## src/rtl/bcd_down_timer_if.sv

```systemverilog
// Control/status bundle for the BCD countdown timer.
// The master drives the controls and the slave (the timer) drives the count and flags.
interface bcd_down_timer_if #(
  parameter int DIGITS = 4
);
  logic                  load;
  logic [4*DIGITS-1:0]   load_val;
  logic                  start;
  logic                  pause;
  logic                  tick;
  logic [4*DIGITS-1:0]   count;
  logic                  busy;
  logic                  done;
  logic                  expired;

  modport master (
    output load, load_val, start, pause, tick,
    input  count, busy, done, expired
  );

  modport slave (
    input  load, load_val, start, pause, tick,
    output count, busy, done, expired
  );
endinterface

```

## src/rtl/bcd_down_timer.sv

```systemverilog
// Cascadable BCD countdown timer: loads a clamped BCD preset and decrements once
// per tick in RUN, with a rippling borrow chain and expiry on reaching zero.

module bcd_down_digit (
  input  logic [3:0] cur,
  input  logic       bin,
  input  logic [3:0] ld,
  output logic [3:0] dec,
  output logic       bout,
  output logic [3:0] ld_san
);
  always_comb begin
    bout   = bin && (cur == 4'd0);
    dec    = cur;
    if (bin) dec = (cur == 4'd0) ? 4'd9 : cur - 4'd1;
    ld_san = (ld > 4'd9) ? 4'd9 : ld;
  end
endmodule

module bcd_down_timer #(
  parameter int DIGITS = 4
) (
  input  logic             clk,
  input  logic             rst,
  bcd_down_timer_if.slave  bus
);
  typedef enum logic [1:0] {IDLE, RUN, PAUSED, DONE} state_t;

  state_t                  state_q, state_d;
  logic [DIGITS-1:0][3:0]  cnt_q, cnt_d;
  logic                    done_q, done_d;

  logic [DIGITS-1:0][3:0]  ld_raw, ld_san, dec_val;
  logic [DIGITS:0]         borrow;
  logic                    cnt_zero, dec_zero;

  assign ld_raw    = bus.load_val;
  assign borrow[0] = 1'b1;

  for (genvar g = 0; g < DIGITS; g++) begin : g_dig
    bcd_down_digit u_dig (
      .cur    (cnt_q[g]),
      .bin    (borrow[g]),
      .ld     (ld_raw[g]),
      .dec    (dec_val[g]),
      .bout   (borrow[g+1]),
      .ld_san (ld_san[g])
    );
  end

  // A borrow out of the top digit means the count was already zero.
  assign cnt_zero = borrow[DIGITS];
  assign dec_zero = (dec_val == '0);

  always_comb begin
    state_d = state_q;
    cnt_d   = cnt_q;
    done_d  = 1'b0;
    if (bus.load) begin
      cnt_d   = ld_san;
      state_d = IDLE;
    end else begin
      unique case (state_q)
        IDLE: if (!bus.pause && bus.start) begin
          if (cnt_zero) begin
            state_d = DONE;
            done_d  = 1'b1;
          end else begin
            state_d = RUN;
          end
        end
        RUN: if (bus.pause) begin
          state_d = PAUSED;
        end else if (bus.tick && !cnt_zero) begin
          cnt_d = dec_val;
          if (dec_zero) begin
            state_d = DONE;
            done_d  = 1'b1;
          end
        end
        PAUSED: if (!bus.pause && bus.start) state_d = RUN;
        DONE: ;
        default: state_d = IDLE;
      endcase
    end
  end

  always_ff @(posedge clk) begin
    if (rst) begin
      state_q <= IDLE;
      cnt_q   <= '0;
      done_q  <= 1'b0;
    end else begin
      state_q <= state_d;
      cnt_q   <= cnt_d;
      done_q  <= done_d;
    end
  end

  assign bus.count   = cnt_q;
  assign bus.done    = done_q;
  assign bus.busy    = (state_q == RUN) || (state_q == PAUSED);
  assign bus.expired = (state_q == DONE);
endmodule

```

## src/flat_wrapper.sv

```systemverilog
// flat-port wrapper written by rule: the top's interface ports become plain ports
module bcd_down_timer_flat 
#(
  parameter int DIGITS = 4
)
  (clk, rst, bus_load, bus_load_val, bus_start, bus_pause, bus_tick, bus_count, bus_busy, bus_done, bus_expired);
  bcd_down_timer_if #(.DIGITS(DIGITS)) bus_i ();
  input  logic clk;
  input  logic rst;
  input wire logic [$bits(bus_i.load)-1:0] bus_load;
  input wire logic [$bits(bus_i.load_val)-1:0] bus_load_val;
  input wire logic [$bits(bus_i.start)-1:0] bus_start;
  input wire logic [$bits(bus_i.pause)-1:0] bus_pause;
  input wire logic [$bits(bus_i.tick)-1:0] bus_tick;
  output wire logic [$bits(bus_i.count)-1:0] bus_count;
  output wire logic [$bits(bus_i.busy)-1:0] bus_busy;
  output wire logic [$bits(bus_i.done)-1:0] bus_done;
  output wire logic [$bits(bus_i.expired)-1:0] bus_expired;
  assign bus_i.load = bus_load;
  assign bus_i.load_val = bus_load_val;
  assign bus_i.start = bus_start;
  assign bus_i.pause = bus_pause;
  assign bus_i.tick = bus_tick;
  assign bus_count = bus_i.count;
  assign bus_busy = bus_i.busy;
  assign bus_done = bus_i.done;
  assign bus_expired = bus_i.expired;
  bcd_down_timer #(.DIGITS(DIGITS)) u_core (.clk(clk), .rst(rst), .bus(bus_i));
endmodule
```

## config.mk

```make
export PLATFORM = sky130hd
export DESIGN_NAME = bcd_down_timer_flat
export DESIGN_NICKNAME = d
export VERILOG_FILES = /design/src/rtl/bcd_down_timer_if.sv /design/src/rtl/bcd_down_timer.sv /design/src/flat_wrapper.sv
export SDC_FILE = /design/constraint.sdc
export NUM_CORES = 1
export LEC_CHECK = 0
export CORE_UTILIZATION = 44
export DETAILED_ROUTE_END_ITERATION = 10
export GPL_ROUTABILITY_DRIVEN = 0
export PLACE_DENSITY = 0.74
export RECOVER_POWER = 100
export SLEW_MARGIN = 20
export SYNTH_ARGS = -nofsm -noshare
export SYNTH_HDL_FRONTEND = slang
export SYNTH_HIERARCHICAL = 1
export SYNTH_SLANG_ARGS = --single-unit
```

## constraint.sdc

```tcl
create_clock -name clk -period 3.65 [get_ports clk]
set_input_delay 0.9125 -clock clk [delete_from_list [all_inputs] [get_ports clk]]
set_output_delay 0.9125 -clock clk [all_outputs]
set_load 0.02 [all_outputs]
```

==> metrics list, run 1 <==
* Status: completed
* Post-synthesis register bit count: 19
- Routed WL per cell: between 10 and 15 µm
* Final critical-path setup slack: slightly above 0.2 ns
- In this run the post-CTS setup repair buffer count came out at 0.
- Starting density of the core: a little under half
- DRC violation total after the first TritonRoute iteration: 43
- Launching instance or port of the critical path: u_core/bus.count[0]
- Chip width: between 60 and 70 µm
- Count of final setup violators: 0
- The number of hold-slack violations in the final timing report is 0.
- CTS built an H-tree with a depth of 1.
- Fmax achieved: a little under 300 MHz
* Critical Path Start Type: register
- Once detailed placement completed, the half-perimeter wirelength came to ~2600 µm.
- Counting I/O delays and the setup requirement, the final critical path takes approximately 3.4 ns.
- Clk_skew: a little over 0.009 ns
- Proportion of total power due to net switching: between 30% and 40%
* Leakage power figure: just under 0.8 nW
* Data arrival time at the worst-slack endpoint: roughly 3.7 ns
- Across the run, the number of max-cap violations was 0.
- The share of total power dissipated in the clock network is about a fifth.
* Global-route congestion overflow total: 0
- Layout cells sized above 1: between 10% and 20%
* Clock-pin slew of the registers on the worst-case setup and hold paths: around 0.12 ns
- Critical Path Fanout Max: 6
- Worst R2R Path Depth: 12
- Via count: 1358
- Critical Path Sink Type: register
* Switching Power: approximately 0.19 mW
- The endpoint identified for the worst register-to-register timing path is u_core/state_q[1].
- The number of pins with negative max-slew slack in the final report is 0.
* Inserted Clock Buffers: 3
- Power share of the sequential group: 44.8%
- Dpl ws: approximately 0.015 ns
- # IOs: between 40 and 50
* Cell Pwr Density: approximately 270 nW/µm²
- The die is about 61 µm tall.
- During synthesis, Yosys emitted a total of 6 warnings.
- Clk Latency, worst-skew pair: 0.30 ns
* Critical Path RT: 3.89 ns
* Post-Route Setup TNS: 0 ns
- The core region is ~3300 µm².
- Each instance of the synthesized netlist takes up on average approximately 9.0 µm².
- The die covers approximately 3700 µm².
- The cell area that synthesis handed to floorplanning was 1530 µm².
- Overall power consumption after layout is estimated at about 0.55 mW.
- Number of rows created at floorplan: 21
- Path category of the worst min-delay check: register to register
* Share of power burned in combinational logic: about a third
- The library cell used most frequently in the layout, excluding fill and tap cells, is sky130_fd_sc_hd__clkdlybuf4s50_1.
- In the synthesized netlist the async set-or-reset flop fraction comes to 0%.
- The cell sitting at the root of the clock tree is a sky130_fd_sc_hd__clkbuf_4.
- Slew Limit Headroom: between 40 and 50%
* Capturing instance or port of the critical path: u_core/state_q[1]
* Detailed Route WL: between 3000 and 4000 µm
- IR analysis of the VDD net gives a maximum drop of 0.140 mV.
* Port bufs: 40
- Internal power comes to about 0.36 mW.
- TritonCTS built the clock tree.
- The number of antenna violations at the first check in global routing is 0.
- Share of synthesized area occupied by flip-flops and latches: 24.9%
- For this run, design rule violations remaining after detail routing come to 0.
* Vias in the first global route: around 1300
- Fill cells in the final layout number 300.
- Slew at the pin closest to its max-slew limit: between 0.8 and 0.9 ns
* Via density per instance: around 5.3
- Of the available clock period, the critical path in the final layout requires ~94%.
* Nets@finish: 236
* Type of the worst setup path: register to register
* Highest-count cells in the layout ignoring fill and taps: sky130_fd_sc_hd__clkdlybuf4s50_1, sky130_fd_sc_hd__mux2i_1, sky130_fd_sc_hd__nor2_1
* Post-detailed-route count of antenna-violating nets: 0
* Antenna diode count: 0
- Post-synthesis cell type count: 32
- From synthesis to final layout, the design area changed by 33.7%.
- For this design, the sink count on the clock tree is 19.
- Gate count after technology mapping: between 150 and 200
- Detailed-routing iteration count for the pre-antenna-repair pass: 4
- Count of flip-flops with a built-in enable after synthesis: 0
- For this run, the leading register cell type out of synthesis is sky130_fd_sc_hd__dfxtp_1.
* Buffer depth of the longest clock path: 2
- In the global route stage, overall resource usage came out at 19.7%.
* Worst R2R Start: u_core/bus.count[0]
- The worst register-to-register path has a setup slack of 0.20 ns.
- The first global-routing pass estimated between 5000 and 6000 µm of wire.
* Largest net degree at the start of global routing: 33
layout make-up:
class                   count  area [µm²]  area share, %
repair buffers             43         423           20.7
well taps                  46        57.6           2.82
clock buffers               4        26.3           1.29
flip-flops and latches     19         383           18.8
inverters                   7        26.3           1.29
multi-input cells         136        1120           55.1
synthesized netlist by cell type, types with 4 or more instances:
cell type                   n  area (µm²)
sky130_fd_sc_hd__a211oi_1  16         120
sky130_fd_sc_hd__and2b_1    4        30.0
sky130_fd_sc_hd__clkbuf_1   9        33.8
sky130_fd_sc_hd__dfxtp_1   19         380
sky130_fd_sc_hd__ha_1       4        50.1
sky130_fd_sc_hd__inv_1      7        26.3
sky130_fd_sc_hd__mux2_2     5        56.3
sky130_fd_sc_hd__mux2i_1   20         200
sky130_fd_sc_hd__nand2b_1   4        25.0
sky130_fd_sc_hd__nor2_1    20        75.1
sky130_fd_sc_hd__nor2b_1   18         113
sky130_fd_sc_hd__nor3b_1    4        30.0
sky130_fd_sc_hd__nor4_1     4        25.0
sky130_fd_sc_hd__nor4b_4    4        95.1
sky130_fd_sc_hd__o21ai_0    5        25.0
sky130_fd_sc_hd__o21bai_1   4        30.0
sky130_fd_sc_hd__xor2_1     8        70.1
how the worst min path moves through the flow:
stage | from | endpoint | slack (ns) | depth (start not counted)
6_report | u_core/state_q[1] | u_core/state_q[1] | 0.57 | 2
4_1_cts | u_core/state_q[1] | u_core/state_q[1] | 0.56 | 2
3_5_place_dp | u_core/state_q[1] | u_core/state_q[1] | 0.54 | 2
2_1_floorplan | u_core/state_q[1] | u_core/state_q[1] | 0.49 | 2
3_3_place_gp | u_core/state_q[1] | u_core/state_q[1] | 0.51 | 2
5_1_grt | u_core/state_q[1] | u_core/state_q[1] | 0.61 | 2
routing by layer:
metal / part of all wire [%] / track usage, % / wire (µm)
met1: 46 / 23.7 / 1580
met2: 50 / 36.7 / 1730
met3: 3.6 / 3.41 / 123
met4: 0.67 / 3.57 / 23
met5: 0 / 0 / 0
cell families after synthesis:
group                      synth area share (%)
other                                     0.246
and+or+nand+nor                            28.9
xor gates and xnor gates                   4.59
AOI/OAI and AO/OA                          15.2
muxes                                      16.8
DFF                                        24.9
buffers and inverters                      5.98
adders and majority gates                  3.28
what timing repair did:
item,in CTS,in global routing
endpoints found under the hold margin,0,0
resized for setup,1,11
hold buffers,0,0
endpoints found under the setup margin,1,6
registers in the layout, indices dropped and copies added, names as in the netlist:
name and cells:
u_core/bus.count 16, u_core/bus.done 1, u_core/state_q 2
power by group through the flow:
stage / Clock (mW) / Sequential (mW) / Combinational (mW)
after floorplan: 0 / 0.262 / 0.104
after global placement: 0 / 0.250 / 0.183
after detailed placement: 0 / 0.252 / 0.189
after CTS: 0.112 / 0.247 / 0.190
after global routing: 0.122 / 0.252 / 0.213
final: 0.110 / 0.248 / 0.196
critical path, stage by stage, from the launching register on:
cell	delay [ns]
sky130_fd_sc_hd__dfxtp_2	0.37
sky130_fd_sc_hd__nor4b_4	0.30
sky130_fd_sc_hd__nor2b_4	0.20
sky130_fd_sc_hd__nor4b_4	0.22
sky130_fd_sc_hd__nor2b_2	0.20
sky130_fd_sc_hd__nor4b_4	0.24
sky130_fd_sc_hd__nor2b_4	0.22
sky130_fd_sc_hd__nor3b_2	0.19
sky130_fd_sc_hd__mux2_2	0.39
sky130_fd_sc_hd__nor4_4	0.31
sky130_fd_sc_hd__a41oi_2	0.19
sky130_fd_sc_hd__or3_1	0.38
sky130_fd_sc_hd__a21oi_1	0.17
metrics by stage:
stage	hold slack [ns]	cells	util, %	cell area (µm²)
global route	0.610	255	61.2	2040
floorplan	0.488	173	-	1540
detailed placement	0.543	251	58.7	1960
global placement	0.515	251	58.5	1950
finish	0.570	255	61.2	2040
CTS	0.560	255	59.6	1990
Power figures use the tool's default switching activity.
==> inputs of run 2 (changes only) <==
Settings changed: SETUP_SLACK_MARGIN set to 0.1.
==> run 2 against run 1 <==
- clock power is essentially flat
- non-clock buffer count rose by 2
- critical endpoint unchanged
- first-iteration DRC count grew 40%
- highest routed layer unchanged
- clock-buffer cell count stayed put
- critical path type unchanged
==> metrics list, run 2 (same netlist as run 1, synthesis figures left out) <==
* Clock-pin slew of the registers on the worst-case setup and hold paths: 0.11 ns (was 0.12 ns)
* Number of gates on the worst path with buffers counted: 12 (unchanged)
- The maximum ir drop on the vdd rail came to 0.143 mV (was 0.140 mV).
- The number of hold-slack violations in the final timing report came to 0 (unchanged).
* Largest register FFs: 16 (unchanged)
- The count of input and output buffers is 40 (unchanged).
* Via density per instance: 5.23 (was 5.33)
* Status: completed (unchanged)
- Fmax achieved: 295 MHz (was 290 MHz)
- Worst R2R Path Depth: 12 (unchanged)
* Largest net degree at the start of global routing: 33 (unchanged)
- Slew Limit Headroom: 43.7% (was 41.0%)
- The share of power burned in registers was 44.8% (about the same).
- Remaining design rule violation count: 0 (unchanged)
- The cell-internal power is 0.364 mW (about the same).
* Layout cells sized above 1: 11.8% (was 12.4%)
- The count of fill cells added during filler insertion came to 303 (was 300).
- Antenna diode count: 0 (unchanged)
* Number of rows created at floorplan: 21 (unchanged)
- The count of boundary I/O pins was 41 (unchanged).
- The DRC violation total after the first TritonRoute iteration came to 60 (was 43).
* Count of final setup violators: 0 (unchanged)
* Cell Pwr Density: 271 nW/µm² (about the same)
* Crit path max-delay family: simple AND/OR/NAND/NOR gates (unchanged)
- Data arrival time at the worst-slack endpoint: 3.58 ns (was 3.68 ns)
- The endpoint kind of the worst setup timing path is a register (unchanged).
* Critical register-to-register path endpoint: u_core/state_q[1] (unchanged)
* Inserted Clock Buffers: 3 (unchanged)
- The first-pass iteration count of the detailed router is 4 (unchanged).
- Vias in the first global route: 1280 (was 1283)
- Standard cell core area: 3340 µm² (unchanged)
- The switching power as a share of total power came to 34.2% (was 34.4%).
- The beginning of the worst register-to-register path is u_core/bus.count[2] (was u_core/bus.count[0]).
- Post-detail-place hpwl: 2550 µm (was 2620 µm)
- The required time at the worst-slack endpoint came to 3.84 ns (was 3.89 ns).
* Die outline area: 3710 µm² (unchanged)
* GRT Total Usage: 19.3% (was 19.7%)
- Path category of the worst min-delay check: register to register (unchanged)
- Critical Path Fanout Max: 6 (unchanged)
- The cell at the root of the clock tree is sky130_fd_sc_hd__clkbuf_4 (unchanged).
- Level count of the clock H-tree: 1 (unchanged)
* Global-route wire length before repair: 5440 µm (was 5530 µm)
- Total power: 0.553 mW (was 0.554 mW)
- The slew at the pin closest to its max-slew limit was 0.843 ns (was 0.884 ns).
- Number of max-slew violations in the final report: 0 (unchanged)
- The minimum setup slack in the final design is 0.256 ns (was 0.201 ns).
- Dpl ws: 0.0778 ns (was 0.0147 ns)
- The source of the critical timing path was u_core/bus.count[2] (was u_core/bus.count[0]).
- Starting density of the core: 45.7% (unchanged)
* Critical Path Start Type: register (unchanged)
* Switching Power: 0.189 mW (was 0.190 mW)
- The critical setup path kind is register to register (unchanged).
* Multi-input gate area in the final layout: 1110 µm² (was 1120 µm²)
- Minimum setup slack among reg-to-reg paths: 0.26 ns (was 0.20 ns)
- The critical path's largest stage delay is 0.39 ns (about the same).
* Capturing instance or port of the critical path: u_core/state_q[1] (unchanged)
* Clk_skew: 0.00155 ns (was 0.00909 ns)
- Clock tree from TritonCTS: done (unchanged)
- Buffer depth of the longest clock path: 2 (unchanged)
- Via count: 1343 (was 1358)
* Share of power burned in combinational logic: 35.1% (was 35.3%)
* Unrepaired setup endpoints after global routing: no
* Area used by sequential logic in the layout: 383 µm² (unchanged)
* Initial antenna violation count: 0 (unchanged)
- Area growth, synth to finish: 33.6% (was 33.7%)
- The final cell utilization of the core was 61.1% (was 61.2%).
- Commonest non-fill, non-tap cell in the layout: sky130_fd_sc_hd__clkdlybuf4s50_1 (unchanged)
- Detailed Route WL: 3460 µm (about the same)
* Placed Instances: 251 (unchanged)
* Floorplan die height: 60.9 µm (unchanged)
* Final std cells w/o fill: 257 (was 255)
* Nets@finish: 238 (was 236)
* Chip width: 60.9 µm (unchanged)
- The static leakage is 0.787 nW (was 0.779 nW).
- The remaining antenna violation count after routing is 0 (unchanged).
- The final setup TNS is 0 ns (unchanged).
- Shortest period the worst path allows: 3.39 ns (was 3.45 ns)
- Clock sink count: 19 (unchanged)
- The detailed-route wire length per cell came to 13.5 µm (was 13.6 µm).
* Slowest cell on the critical path: sky130_fd_sc_hd__mux2_1 (was sky130_fd_sc_hd__mux2_2)
- Clk Latency, worst-skew pair: 0.30 ns (about the same)
- Period utilisation layout: 93.0% (was 94.5%)
- The number of max-cap violations is 0 (unchanged).
* Part of the total power dissipated in the clock network: 20.1% (was 19.9%)
- Global-route congestion overflow total: 0 (unchanged)
* Critical path cell sequence: nor4b_4 > nor2b_4 > nor4b_4 > nor2b_1 > nor4b_4 > nor2b_4 > nor3b_2 > mux2_1 > nor4_4 > a41oi_2 > o41ai_1 > a21oi_1 (was nor4b_4 > nor2b_4 > nor4b_4 > nor2b_2 > nor4b_4 > nor2b_4 > nor3b_2 > mux2_2 > nor4_4 > a41oi_2 > or3_1 > a21oi_1)
- The cell with the most instances on the worst path was sky130_fd_sc_hd__nor4b_4 (unchanged).
- Highest-count cells in the layout ignoring fill and taps: sky130_fd_sc_hd__clkdlybuf4s50_1, sky130_fd_sc_hd__mux2i_1, sky130_fd_sc_hd__nor2_1 (unchanged)
- The count of buffer and inverter cells on the critical path is 0 (unchanged).
## run 2: what timing repair did
item | 4_1_cts | 5_1_grt
hold buffers | 0 | 0
pin swaps | 0 | 1
gates resized for setup | 3 | 6
cloned | 0 | 0
buffers inserted | 0 | 2
endpoints found under the setup margin | 2 | 3
## run 2: per-stage QoR
step	instance area, µm²	hold slack [ns]
after CTS	2000	0.573
after global placement	1960	0.510
after floorplan	1540	0.488
after global routing	2040	0.602
final	2040	0.574
after detailed placement	1960	0.557
## run 2: power by group through the flow
| stage | registers, mW | logic [mW] | clock network, mW |
|---|---|---|---|
| 6_report | 0.248 | 0.194 | 0.111 |
| 2_1_floorplan | 0.262 | 0.104 | 0 |
| 3_5_place_dp | 0.252 | 0.187 | 0 |
| 3_3_place_gp | 0.250 | 0.184 | 0 |
| 5_1_grt | 0.251 | 0.209 | 0.130 |
| 4_1_cts | 0.248 | 0.191 | 0.114 |
## run 2: worst min-delay path by stage
| stage | start | endpoint | slack (ns) | cells after the start |
|---|---|---|---|---|
| 3_3_place_gp | u_core/state_q[1] | u_core/state_q[1] | 0.51 | 2 |
| 5_1_grt | u_core/state_q[1] | u_core/state_q[1] | 0.60 | 2 |
| 6_report | u_core/state_q[1] | u_core/state_q[1] | 0.57 | 2 |
| 2_1_floorplan | u_core/state_q[1] | u_core/state_q[1] | 0.49 | 2 |
| 4_1_cts | u_core/state_q[1] | u_core/state_q[1] | 0.57 | 2 |
| 3_5_place_dp | u_core/state_q[1] | u_core/state_q[1] | 0.56 | 2 |
## run 2: worst min-delay path, cell delays in order, from the launching register on
cell	delay, ns
sky130_fd_sc_hd__dfxtp_1	0.35
sky130_fd_sc_hd__inv_1	0.11
sky130_fd_sc_hd__a21oi_1	0.08
## run 2: cell type report
cell class	count	area share [%]
clock buffers	4	1.29
multi-input cells	136	54.4
flip-flops and latches	19	18.8
repair buffers	45	21.5
well taps	46	2.82
inverters	7	1.29
## run 2: per-layer routing
layer | vias to the layer above | track usage [%] | wire length [µm]
li1 | 684 | - | -
met1 | 626 | 23.3 | 1580
met2 | 29 | 35.6 | 1740
met3 | 4 | 2.56 | 108
met4 | 0 | 5.52 | 37
met5 | - | 0 | 0
==> inputs of run 3 (changes only) <==
Settings changed: CTS_CLUSTER_DIAMETER set to 200.
==> results of run 3 <==
Final layout, timing and power as in run 2 (identical DEF).
